`src/rtl/rd_cfg_scheduler_if.sv`:
```
// Read-request channel between the config scheduler and the read-memory port.
// The master drives the request; the slave answers with ready.
interface rd_cfg_scheduler_if #(
    parameter int unsigned ADDR_W        = 32,
    parameter int unsigned TX_SIZE_WIDTH = 20,
    parameter int unsigned D_TYPE_W      = 2
);
    logic                     req;
    logic                     ready;
    logic [ADDR_W-1:0]        addr;
    logic [TX_SIZE_WIDTH-1:0] req_size;
    logic [D_TYPE_W-1:0]      d_type;

    modport master (output req, addr, req_size, d_type, input ready);
    modport slave  (input req, addr, req_size, d_type, output ready);
endinterface

```
`src/rtl/rd_cfg_scheduler.sv`:
```
// Walks a config ROM and issues loop_max+1 strided read requests per entry.
// Fetch/load/issue per entry; start/busy/done face the PU controller.
module rd_cfg_scheduler #(
    parameter int unsigned ADDR_W        = 32,
    parameter int unsigned BASE_ADDR_W   = ADDR_W,
    parameter int unsigned OFFSET_ADDR_W = ADDR_W,
    parameter int unsigned TX_SIZE_WIDTH = 20,
    parameter int unsigned RD_LOOP_W     = 10,
    parameter int unsigned D_TYPE_W      = 2,
    parameter int unsigned ROM_ADDR_W    = 10,
    localparam int unsigned ROM_WIDTH    = D_TYPE_W + BASE_ADDR_W + OFFSET_ADDR_W
                                           + TX_SIZE_WIDTH + RD_LOOP_W
) (
    input  logic                   clk,
    input  logic                   reset,
    input  logic                   start,
    input  logic [ROM_ADDR_W:0]    num_entries,
    output logic [ROM_ADDR_W-1:0]  cfg_rom_addr,
    input  logic [ROM_WIDTH-1:0]   cfg_rom_data,
    rd_cfg_scheduler_if.master     rd,
    output logic                   busy,
    output logic                   done
);
    localparam int unsigned NUM_W    = ROM_ADDR_W + 1;
    localparam int unsigned LOOP_LSB = 0;
    localparam int unsigned SIZE_LSB = LOOP_LSB + RD_LOOP_W;
    localparam int unsigned OFF_LSB  = SIZE_LSB + TX_SIZE_WIDTH;
    localparam int unsigned BASE_LSB = OFF_LSB + OFFSET_ADDR_W;
    localparam int unsigned TYPE_LSB = BASE_LSB + BASE_ADDR_W;
    localparam logic [NUM_W-1:0] MAX_ENTRIES = {1'b1, {ROM_ADDR_W{1'b0}}};

    typedef enum logic [2:0] {
        S_IDLE,
        S_FETCH,
        S_LOAD,
        S_ISSUE,
        S_DONE
    } state_t;

    state_t                   state, state_nxt;
    logic [NUM_W-1:0]         num_q, num_nxt;
    logic [ROM_ADDR_W-1:0]    idx, idx_nxt;
    logic [RD_LOOP_W-1:0]     cnt, cnt_nxt;
    logic [RD_LOOP_W-1:0]     loop_max_q, loop_nxt;
    logic [OFFSET_ADDR_W-1:0] offset_q, off_nxt;
    logic [ROM_ADDR_W-1:0]    rom_addr_nxt;
    logic [ADDR_W-1:0]        addr_nxt;
    logic [TX_SIZE_WIDTH-1:0] size_nxt;
    logic [D_TYPE_W-1:0]      type_nxt;
    logic                     req_nxt, busy_nxt, done_nxt;
    logic                     accept;
    logic                     last_entry;
    logic [ROM_ADDR_W-1:0]    idx_inc;

    assign accept     = rd.req && rd.ready;
    assign idx_inc    = idx + ROM_ADDR_W'(1);
    assign last_entry = (NUM_W'(idx) + NUM_W'(1)) == num_q;

    // State register and all registered outputs
    always_ff @(posedge clk) begin
        if (reset) begin
            state        <= S_IDLE;
            num_q        <= '0;
            idx          <= '0;
            cnt          <= '0;
            loop_max_q   <= '0;
            offset_q     <= '0;
            cfg_rom_addr <= '0;
            rd.req       <= 1'b0;
            rd.addr      <= '0;
            rd.req_size  <= '0;
            rd.d_type    <= '0;
            busy         <= 1'b0;
            done         <= 1'b0;
        end else begin
            state        <= state_nxt;
            num_q        <= num_nxt;
            idx          <= idx_nxt;
            cnt          <= cnt_nxt;
            loop_max_q   <= loop_nxt;
            offset_q     <= off_nxt;
            cfg_rom_addr <= rom_addr_nxt;
            rd.req       <= req_nxt;
            rd.addr      <= addr_nxt;
            rd.req_size  <= size_nxt;
            rd.d_type    <= type_nxt;
            busy         <= busy_nxt;
            done         <= done_nxt;
        end
    end

    // Next-state and next-register values
    always_comb begin
        state_nxt    = state;
        num_nxt      = num_q;
        idx_nxt      = idx;
        cnt_nxt      = cnt;
        loop_nxt     = loop_max_q;
        off_nxt      = offset_q;
        rom_addr_nxt = cfg_rom_addr;
        addr_nxt     = rd.addr;
        size_nxt     = rd.req_size;
        type_nxt     = rd.d_type;

        case (state)
            S_IDLE: begin
                if (start) begin
                    num_nxt      = (num_entries > MAX_ENTRIES) ? MAX_ENTRIES : num_entries;
                    idx_nxt      = '0;
                    rom_addr_nxt = '0;
                    state_nxt    = (num_entries == '0) ? S_DONE : S_FETCH;
                end
            end
            S_FETCH: state_nxt = S_LOAD;
            S_LOAD: begin
                type_nxt  = cfg_rom_data[TYPE_LSB +: D_TYPE_W];
                addr_nxt  = ADDR_W'(cfg_rom_data[BASE_LSB +: BASE_ADDR_W]);
                off_nxt   = cfg_rom_data[OFF_LSB +: OFFSET_ADDR_W];
                size_nxt  = cfg_rom_data[SIZE_LSB +: TX_SIZE_WIDTH];
                loop_nxt  = cfg_rom_data[LOOP_LSB +: RD_LOOP_W];
                cnt_nxt   = '0;
                state_nxt = S_ISSUE;
            end
            S_ISSUE: begin
                if (accept) begin
                    if (cnt != loop_max_q) begin
                        cnt_nxt  = cnt + RD_LOOP_W'(1);
                        addr_nxt = rd.addr + ADDR_W'(offset_q);
                    end else begin
                        idx_nxt      = idx_inc;
                        rom_addr_nxt = idx_inc;
                        state_nxt    = last_entry ? S_DONE : S_FETCH;
                    end
                end
            end
            S_DONE:  state_nxt = S_IDLE;
            default: state_nxt = S_IDLE;
        endcase

        req_nxt  = (state_nxt == S_ISSUE);
        busy_nxt = (state_nxt != S_IDLE);
        done_nxt = (state_nxt == S_DONE);
    end
endmodule

```
`src/flat_wrapper.sv`:
```
// flat-port wrapper written by rule: the top's interface ports become plain ports
module rd_cfg_scheduler_flat 
#(
    parameter int unsigned ADDR_W        = 32,
    parameter int unsigned BASE_ADDR_W   = ADDR_W,
    parameter int unsigned OFFSET_ADDR_W = ADDR_W,
    parameter int unsigned TX_SIZE_WIDTH = 20,
    parameter int unsigned RD_LOOP_W     = 10,
    parameter int unsigned D_TYPE_W      = 2,
    parameter int unsigned ROM_ADDR_W    = 10,
    localparam int unsigned ROM_WIDTH    = D_TYPE_W + BASE_ADDR_W + OFFSET_ADDR_W
                                           + TX_SIZE_WIDTH + RD_LOOP_W
)
  (clk, reset, start, num_entries, cfg_rom_addr, cfg_rom_data, busy, done, rd_req, rd_addr, rd_req_size, rd_d_type, rd_ready);
  rd_cfg_scheduler_if #(.ADDR_W(ADDR_W), .TX_SIZE_WIDTH(TX_SIZE_WIDTH), .D_TYPE_W(D_TYPE_W)) rd_i ();
  input  logic clk;
  input  logic reset;
  input  logic start;
  input  logic [ROM_ADDR_W:0] num_entries;
  output logic [ROM_ADDR_W-1:0] cfg_rom_addr;
  input  logic [ROM_WIDTH-1:0] cfg_rom_data;
  output logic busy;
  output logic done;
  output wire logic [$bits(rd_i.req)-1:0] rd_req;
  output wire logic [$bits(rd_i.addr)-1:0] rd_addr;
  output wire logic [$bits(rd_i.req_size)-1:0] rd_req_size;
  output wire logic [$bits(rd_i.d_type)-1:0] rd_d_type;
  input wire logic [$bits(rd_i.ready)-1:0] rd_ready;
  assign rd_req = rd_i.req;
  assign rd_addr = rd_i.addr;
  assign rd_req_size = rd_i.req_size;
  assign rd_d_type = rd_i.d_type;
  assign rd_i.ready = rd_ready;
  rd_cfg_scheduler #(.ADDR_W(ADDR_W), .BASE_ADDR_W(BASE_ADDR_W), .OFFSET_ADDR_W(OFFSET_ADDR_W), .TX_SIZE_WIDTH(TX_SIZE_WIDTH), .RD_LOOP_W(RD_LOOP_W), .D_TYPE_W(D_TYPE_W), .ROM_ADDR_W(ROM_ADDR_W)) u_core (.clk(clk), .reset(reset), .start(start), .num_entries(num_entries), .cfg_rom_addr(cfg_rom_addr), .cfg_rom_data(cfg_rom_data), .rd(rd_i), .busy(busy), .done(done));
endmodule
```
`config.mk`:
```
export PLATFORM = sky130hd
export DESIGN_NAME = rd_cfg_scheduler_flat
export DESIGN_NICKNAME = d
export VERILOG_FILES = /design/src/rtl/rd_cfg_scheduler_if.sv /design/src/rtl/rd_cfg_scheduler.sv /design/src/flat_wrapper.sv
export SDC_FILE = /design/constraint.sdc
export NUM_CORES = 1
export LEC_CHECK = 0
export BUFFER_PORTS_ARGS = -buffer_cell sky130_fd_sc_hd__buf_2
export CAP_MARGIN = 20
export CORE_MARGIN = 4
export CORE_UTILIZATION = 55
export DETAILED_ROUTE_END_ITERATION = 12
export GPL_TIMING_DRIVEN = 0
export PLACE_DENSITY = 0.82
export SYNTH_ARGS = -nofsm -noshare
export SYNTH_HDL_FRONTEND = slang
export SYNTH_SLANG_ARGS = --single-unit
```
`constraint.sdc`:
```
create_clock -name clk -period 6.35 [get_ports clk]
set_input_delay 0.9525 -clock clk [delete_from_list [all_inputs] [get_ports clk]]
set_output_delay 0.9525 -clock clk [all_outputs]
set_load 0.03 [all_outputs]
```
## Word level (Yosys, flattened, before mapping)

Cells that the tools add are included.
W data, S select, Z words.

| operators by class | value |
|---|---|
| $lt $le $gt $ge | 1 |
| add/sub/neg operators | 4 |
| reduce and logical (&&, ||, !) cells | 9 |
| equality and inequality tests | 11 |
| muxes and demuxes | 17 |

Operators by type and width:

| cell | count |
|---|---|
| $mux W32 | 2 |
| $pmux W32 S2 | 1 |
| $mux W10 | 5 |
| $pmux W10 S2 | 2 |
| $add A32 B32 Y32 | 1 |
| $add A10 B1 Y10 const B | 2 |
| $mux W3 | 5 |
| $pmux W3 S4 | 1 |
| $add A10 B1 Y11 const B | 1 |
| $eq A11 B11 Y1 | 1 |
| $gt A11 B11 Y1 const B | 1 |
| $logic_not A11 Y1 | 1 |
| $mux W11 | 1 |
| $ne A10 B10 Y1 | 1 |
| $eq A3 B2 Y1 const B | 3 |
| $ne A2 B1 Y1 const B | 2 |
| $ne A2 B2 Y1 const B | 2 |
| $reduce_and A4 Y1 | 1 |
| $reduce_bool A2 Y1 | 2 |
| $eq A3 B1 Y1 const B | 1 |
| $eq A3 B3 Y1 const B | 1 |
| $logic_not A3 Y1 | 1 |
| $reduce_and A3 Y1 | 1 |
| $reduce_bool A3 Y1 | 1 |
| 2 further kinds | 2 |

| word-level totals | value |
|---|---|
| output and inout bits | 67 |
| register bits | 133 |
| word-level logic and storage cells | 54 |

## Logic depth before layout (Yosys ltp)

| logic depth | value |
|---|---|
| depth in word-level cells | 7 |
| depth in mapped cells | 12 |
| depth with buffers taken out | 12 |

## Worst setup path after synthesis

Ideal clock, no wire load.

| timing path | value |
|---|---|
| path kind | reg-to-reg |
| start | register u_core.rd.addr[14] |
| end | register u_core.rd.addr[31] |
| arrival | 2.652 ns |
| stages on the path, launching flop included | 12 |
| required time | 6.228 ns |
| setup time | 0.122 ns |
| slack | 3.576 ns |
| cells stage by stage | dfxtp_1 -> ha_1 -> buf_2 -> a21oi_2 -> nor2_1 -> o31a_1 -> or2_1 -> and2_4 -> a31o_1 -> a211oi_2 -> o31ai_1 -> a221o_1 |

| between the ends | value |
|---|---|
| longest elaborated chain between the ends | 4 |

RTL lines:

| what | line | text |
|---|---|---|
| from (decl) | rd_cfg_scheduler_if.sv:14 | `modport master (output req, addr, req_size, d_type, input ready);` |
| from (signal assigned) | rd_cfg_scheduler.sv:84 | `rd.addr <= addr_nxt;` |
| $add A32 B32 Y32 | rd_cfg_scheduler.sv:128 | `addr_nxt = rd.addr + ADDR_W'(offset_q);` |
| $mux W32 | rd_cfg_scheduler.sv:126 | `if (cnt != loop_max_q) begin` |
| $mux W32 | rd_cfg_scheduler.sv:125 | `if (accept) begin` |
| $pmux W32 S2 | rd_cfg_scheduler.sv:105 | `case (state)` |

Every way passes these cells. The select of a mux whose other input is x is not followed.
A chain may end at the register's enable or synchronous reset.

## Final worst setup path

| timing path | value |
|---|---|
| start | register u_core.cnt[2] |
| end | register u_core.rd.addr[15] |

| between the ends | value |
|---|---|
| longest elaborated chain between the ends | 3 |

RTL lines:

| what | line | text |
|---|---|---|
| from (decl) | rd_cfg_scheduler.sv:43 | `logic [RD_LOOP_W-1:0] cnt, cnt_nxt;` |
| from (signal assigned) | rd_cfg_scheduler.sv:79 | `cnt <= cnt_nxt;` |
| $ne A10 B10 Y1 | rd_cfg_scheduler.sv:126 |  |
| $ne A2 B1 Y1 (no source line) | n/a |  |
| $reduce_and A3 Y1 (no source line) | n/a |  |

Every way passes these cells.

==> run summary <==
The HPWL after detailed placement came out at 15900 um. The endpoint class of the critical path is a register. CTS built an H-tree with a depth of 4. For this run, the leading register cell type out of synthesis is sky130_fd_sc_hd__dfxtp_1. The area enclosed by the die boundary came out at approximately 0.015 mm2.

Yosys mapped a number of flops with a built-in enable equal to 0. The remaining routing DRC violations came out at 0. 178 I/O pins were placed. The distinct cell type count of the synthesized netlist is 60. The area of the core came out at 0.0127 mm2.

The clock transition time at the flip-flop clock pins of the worst setup and hold paths is about 60 ps. The design internal power came out at between 1.5 and 2 mW. The area overhead of the layout relative to synthesis is 23.5%. The design area came out at around 0.0088 mm2.

By startpoint and endpoint, the worst setup path is classified as register to register. The worst flop-to-flop path startpoint is u_core.cnt[2]$_SDFFE_PP0P_. The worst hold-check slack is approximately 450 ps. Of the total power, registers draw 0.391. Once placement finished, the instance area stood at between 0.008 and 0.009 mm2. The synthesized net count came out at about 1100. The measured slew at the worst slew-check pin is roughly 940 ps.

The synthesized design contains 133 register bits. The initial core utilization came out at 0.564. The area share of the largest cell type after synthesis is 0.372. The y dimension of the die came out at roughly 120 um. The routed length per instance came out at ~17 um.

The total global-route track usage came out at 0.289. The depth of the worst register-to-register path is 9. STA classifies the critical path startpoint as a register. A synthesized cell averages 7.70 um2. Entering global routing, the biggest net connects 17 pins. The total number of vias came out at 7487. The number of global-route vias before repair came out at 6850. The root buffer cell chosen for the clock tree is sky130_fd_sc_hd__clkbuf_16.

The standard-cell row count came out at 41. The total number of clock tree sinks came out at approximately 130. Wires add up to around 22000 um. The final core utilization came out at 0.697. The post-synth design cell area is ~0.007 mm2.

Counting tap cells, the placed design contains a total of about 1300 instances. The library cells used most frequently in the layout, excluding fill and tap cells, are sky130_fd_sc_hd__nand2_1, sky130_fd_sc_hd__buf_2, sky130_fd_sc_hd__dfxtp_1. Setup repair after global routing left no endpoint under its margin. The max-cap violation count came out at 0. The TritonCTS clock tree is built. The maximum clock frequency is ~330 MHz.

The layout cell share with drive strength beyond 1 came out at 0.203. Buffers inserted during clock tree synthesis total 17. The critical path starts at u_core.cnt[2]$_SDFFE_PP0P_. The slack of the worst reg-to-reg path came out at ~3300 ps. The number of iterations in the first detailed-routing pass came out at 5. The smallest clock period supported by the final layout is computed as slightly above 3000 ps. The combinational group share of total power came out at 0.201. In this run the power density over the cells is roughly 270 mW/mm2. After the first detailed-routing iteration, the DRC count stood at ~520. The register area share after synthesis is 0.372. Summed over all instances, the cell type with the most area after synthesis is sky130_fd_sc_hd__dfxtp_1. The maximum ir drop on the vdd rail is 0.203 mV. Leaving out fill and tap cells, the most frequent cell in the layout is sky130_fd_sc_hd__nand2_1.

The final standard cell count with taps included and fillers excluded is ~1300. The capture point of the critical path is u_core.rd.addr[15]$_SDFFE_PP0P_. The number of nets with antenna violations after routing is 0.

The worst reg2reg path endpoint is u_core.rd.addr[15]$_SDFFE_PP0P_. The relative max-transition margin came out at 0.365. The minimum setup slack after placement came out at ~3400 ps. The number of buffers inserted by hold repair at cts came out at 0.

The share of flip-flops with an asynchronous set or reset after synthesis is 0. The final count of pins violating max slew came out at 0. The run finished with clean final reports. The fraction of power spent switching nets came out at 0.306. The remaining global-route overflow came out at 0. The first global-routing pass estimated approximately 34000 um of wire. The leakage component of the power came out at slightly below 4 nW. Once the clock tree was built, the setup fixing pass inserted 0 buffers. The total inserted antenna cells is 0. The number of hold violations in the final report is 0. The post-cts repair resize count came out at 0. The mean number of vias per cell came out at 5.72. Along the worst path, the maximum fanout reaches 10.

The share of power burned in the clock network came out at 0.408. The net switching power came out at between 700 and 800 uW. Setup slack on the critical path of the routed design comes to ~3300 ps. For the worst setup path, the data required time is ~6600 ps.

The design draws roughly 2.4 mW. The number of antenna violations at the first check in global routing came out at 0. The worst clock skew came out at roughly 11 ps.

For the final routed database, the setup TNS stands at 0 ps. The horizontal die dimension is ~120 um. The clock latency reported for the late side of the worst-skew pair came out at 440 ps. Input and output buffers added on the ports amount to between 150 and 200.

The final weighted congestion of routability-driven global placement came out at ~0.97. The min-delay analysis places its worst path in the category register to register. In the finished design, the share of the clock period the worst path needs comes to 0.479. The instance count of the mapped netlist came out at 929. The clock tree buffer depth came out at 2. The final net count came out at 1270.

For the worst setup path, the data arrival time is between 3000 and 4000 ps. After synthesis, the cell types taking the most area are sky130_fd_sc_hd__dfxtp_1, sky130_fd_sc_hd__nand2_1, sky130_fd_sc_hd__a21oi_1. The Yosys warning count is 0. Setup violations remaining at the end of the flow were counted as 0.
==> worst min-delay path by stage <==
stage / cells after the start / endpoint / from / slack [ps]
2_1_floorplan: 2 / u_core.offset_q[0]$_SDFFE_PP0P_ / u_core.offset_q[0]$_SDFFE_PP0P_ / 440
3_3_place_gp: 2 / u_core.rd.d_type[0]$_SDFFE_PP0P_ / u_core.rd.d_type[0]$_SDFFE_PP0P_ / 440
3_5_place_dp: 2 / u_core.rd.req_size[2]$_SDFFE_PP0P_ / u_core.rd.req_size[2]$_SDFFE_PP0P_ / 440
4_1_cts: 2 / u_core.rd.req_size[5]$_SDFFE_PP0P_ / u_core.rd.req_size[5]$_SDFFE_PP0P_ / 450
5_1_grt: 2 / u_core.rd.req_size[17]$_SDFFE_PP0P_ / u_core.rd.req_size[17]$_SDFFE_PP0P_ / 480
6_report: 2 / u_core.rd.req_size[2]$_SDFFE_PP0P_ / u_core.rd.req_size[2]$_SDFFE_PP0P_ / 450
==> power groups by stage <==
| stage | sequential [mW] | clock (mW) | combinational [mW] |
|---|---|---|---|
| 2_1_floorplan | 1.00 | 0 | 0.257 |
| 3_3_place_gp | 0.947 | 0 | 0.462 |
| 3_5_place_dp | 0.948 | 0 | 0.469 |
| 4_1_cts | 0.931 | 0.973 | 0.474 |
| 5_1_grt | 0.938 | 1.01 | 0.523 |
| 6_report | 0.932 | 0.973 | 0.480 |
==> final cells by class <==
cell class                 count  area, um2
buffer                        55        214
clock buffer                  22        474
clock inverter                 9        103
fill                        1126       3840
inverter                      14       52.6
multi-input combinational    727       4220
sequential                   133       2660
tap                          172        215
timing repair buffer         177        886
==> cell families (layout without fill, tap and decap cells) <==
kind of cell / Yosys count / after routing / synth area share
flip-flops: 133 / 133 / 0.372
adder cells (fa/ha/maj): 34 / 34 / 0.0606
AND/OR/NAND/NOR: 376 / 376 / 0.235
AO/OA/AOI/OAI: 260 / 260 / 0.225
buffers and inverters: 69 / 277 / 0.0373
XOR/XNOR: 54 / 54 / 0.0662
multiplexers: 3 / 3 / 0.00420
==> critical path: stages (launching register included) <==
cell	delay, ps
sky130_fd_sc_hd__dfxtp_1	310
sky130_fd_sc_hd__clkbuf_1	250
sky130_fd_sc_hd__xor2_1	170
sky130_fd_sc_hd__nor4_1	60
sky130_fd_sc_hd__nand4_1	240
sky130_fd_sc_hd__nand3_1	190
sky130_fd_sc_hd__a21oi_2	410
sky130_fd_sc_hd__clkbuf_1	540
sky130_fd_sc_hd__buf_1	550
sky130_fd_sc_hd__o21ai_0	170
==> sequential cells by signal (all words and copies together) (netlist names) <==
| signal | cells |
|---|---|
| u_core.loop_max_q | 10 |
| u_core.rd.req | 1 |
| u_core.rd.req_size | 20 |
| u_core.offset_q | 32 |
| u_core.num_q | 11 |
| u_core.busy | 1 |
| u_core.done | 1 |
| u_core.rd.addr | 32 |
| u_core.state | 3 |
| u_core.rd.d_type | 2 |
| u_core.cfg_rom_addr | 10 |
| u_core.cnt | 10 |
==> routing by layer <==
metal / up-vias / share of wire / GRT usage
li1: 3636 / - / -
met1: 3450 / 0.40 / 0.360
met2: 343 / 0.47 / 0.467
met3: 58 / 0.10 / 0.0910
met4: 0 / 0.029 / 0.113
met5: - / 0 / 0
==> Yosys cell counts (4+ instances only) <==
| library cell | instances |
|---|---|
| sky130_fd_sc_hd__nand3_1 | 15 |
| sky130_fd_sc_hd__xor2_1 | 27 |
| sky130_fd_sc_hd__inv_1 | 14 |
| sky130_fd_sc_hd__ha_1 | 33 |
| sky130_fd_sc_hd__nor2_1 | 68 |
| sky130_fd_sc_hd__nand4_1 | 10 |
| sky130_fd_sc_hd__xnor2_1 | 27 |
| sky130_fd_sc_hd__dfxtp_1 | 133 |
| sky130_fd_sc_hd__a311oi_1 | 11 |
| sky130_fd_sc_hd__nor2b_1 | 7 |
| sky130_fd_sc_hd__clkbuf_1 | 42 |
| sky130_fd_sc_hd__nand3b_1 | 16 |
| sky130_fd_sc_hd__nand2_1 | 203 |
| sky130_fd_sc_hd__a21o_1 | 16 |
| sky130_fd_sc_hd__nor3_1 | 18 |
| sky130_fd_sc_hd__a211oi_2 | 4 |
| sky130_fd_sc_hd__a21oi_1 | 127 |
| sky130_fd_sc_hd__a211oi_1 | 12 |
| sky130_fd_sc_hd__o21ai_0 | 40 |
| sky130_fd_sc_hd__o211ai_1 | 4 |
| sky130_fd_sc_hd__a31oi_1 | 11 |
| sky130_fd_sc_hd__nand2b_1 | 4 |
| sky130_fd_sc_hd__nor4_1 | 6 |
| sky130_fd_sc_hd__buf_2 | 6 |
| sky130_fd_sc_hd__and3_1 | 10 |
| sky130_fd_sc_hd__buf_1 | 7 |
Note: power is estimated with default switching activity, not from simulation.
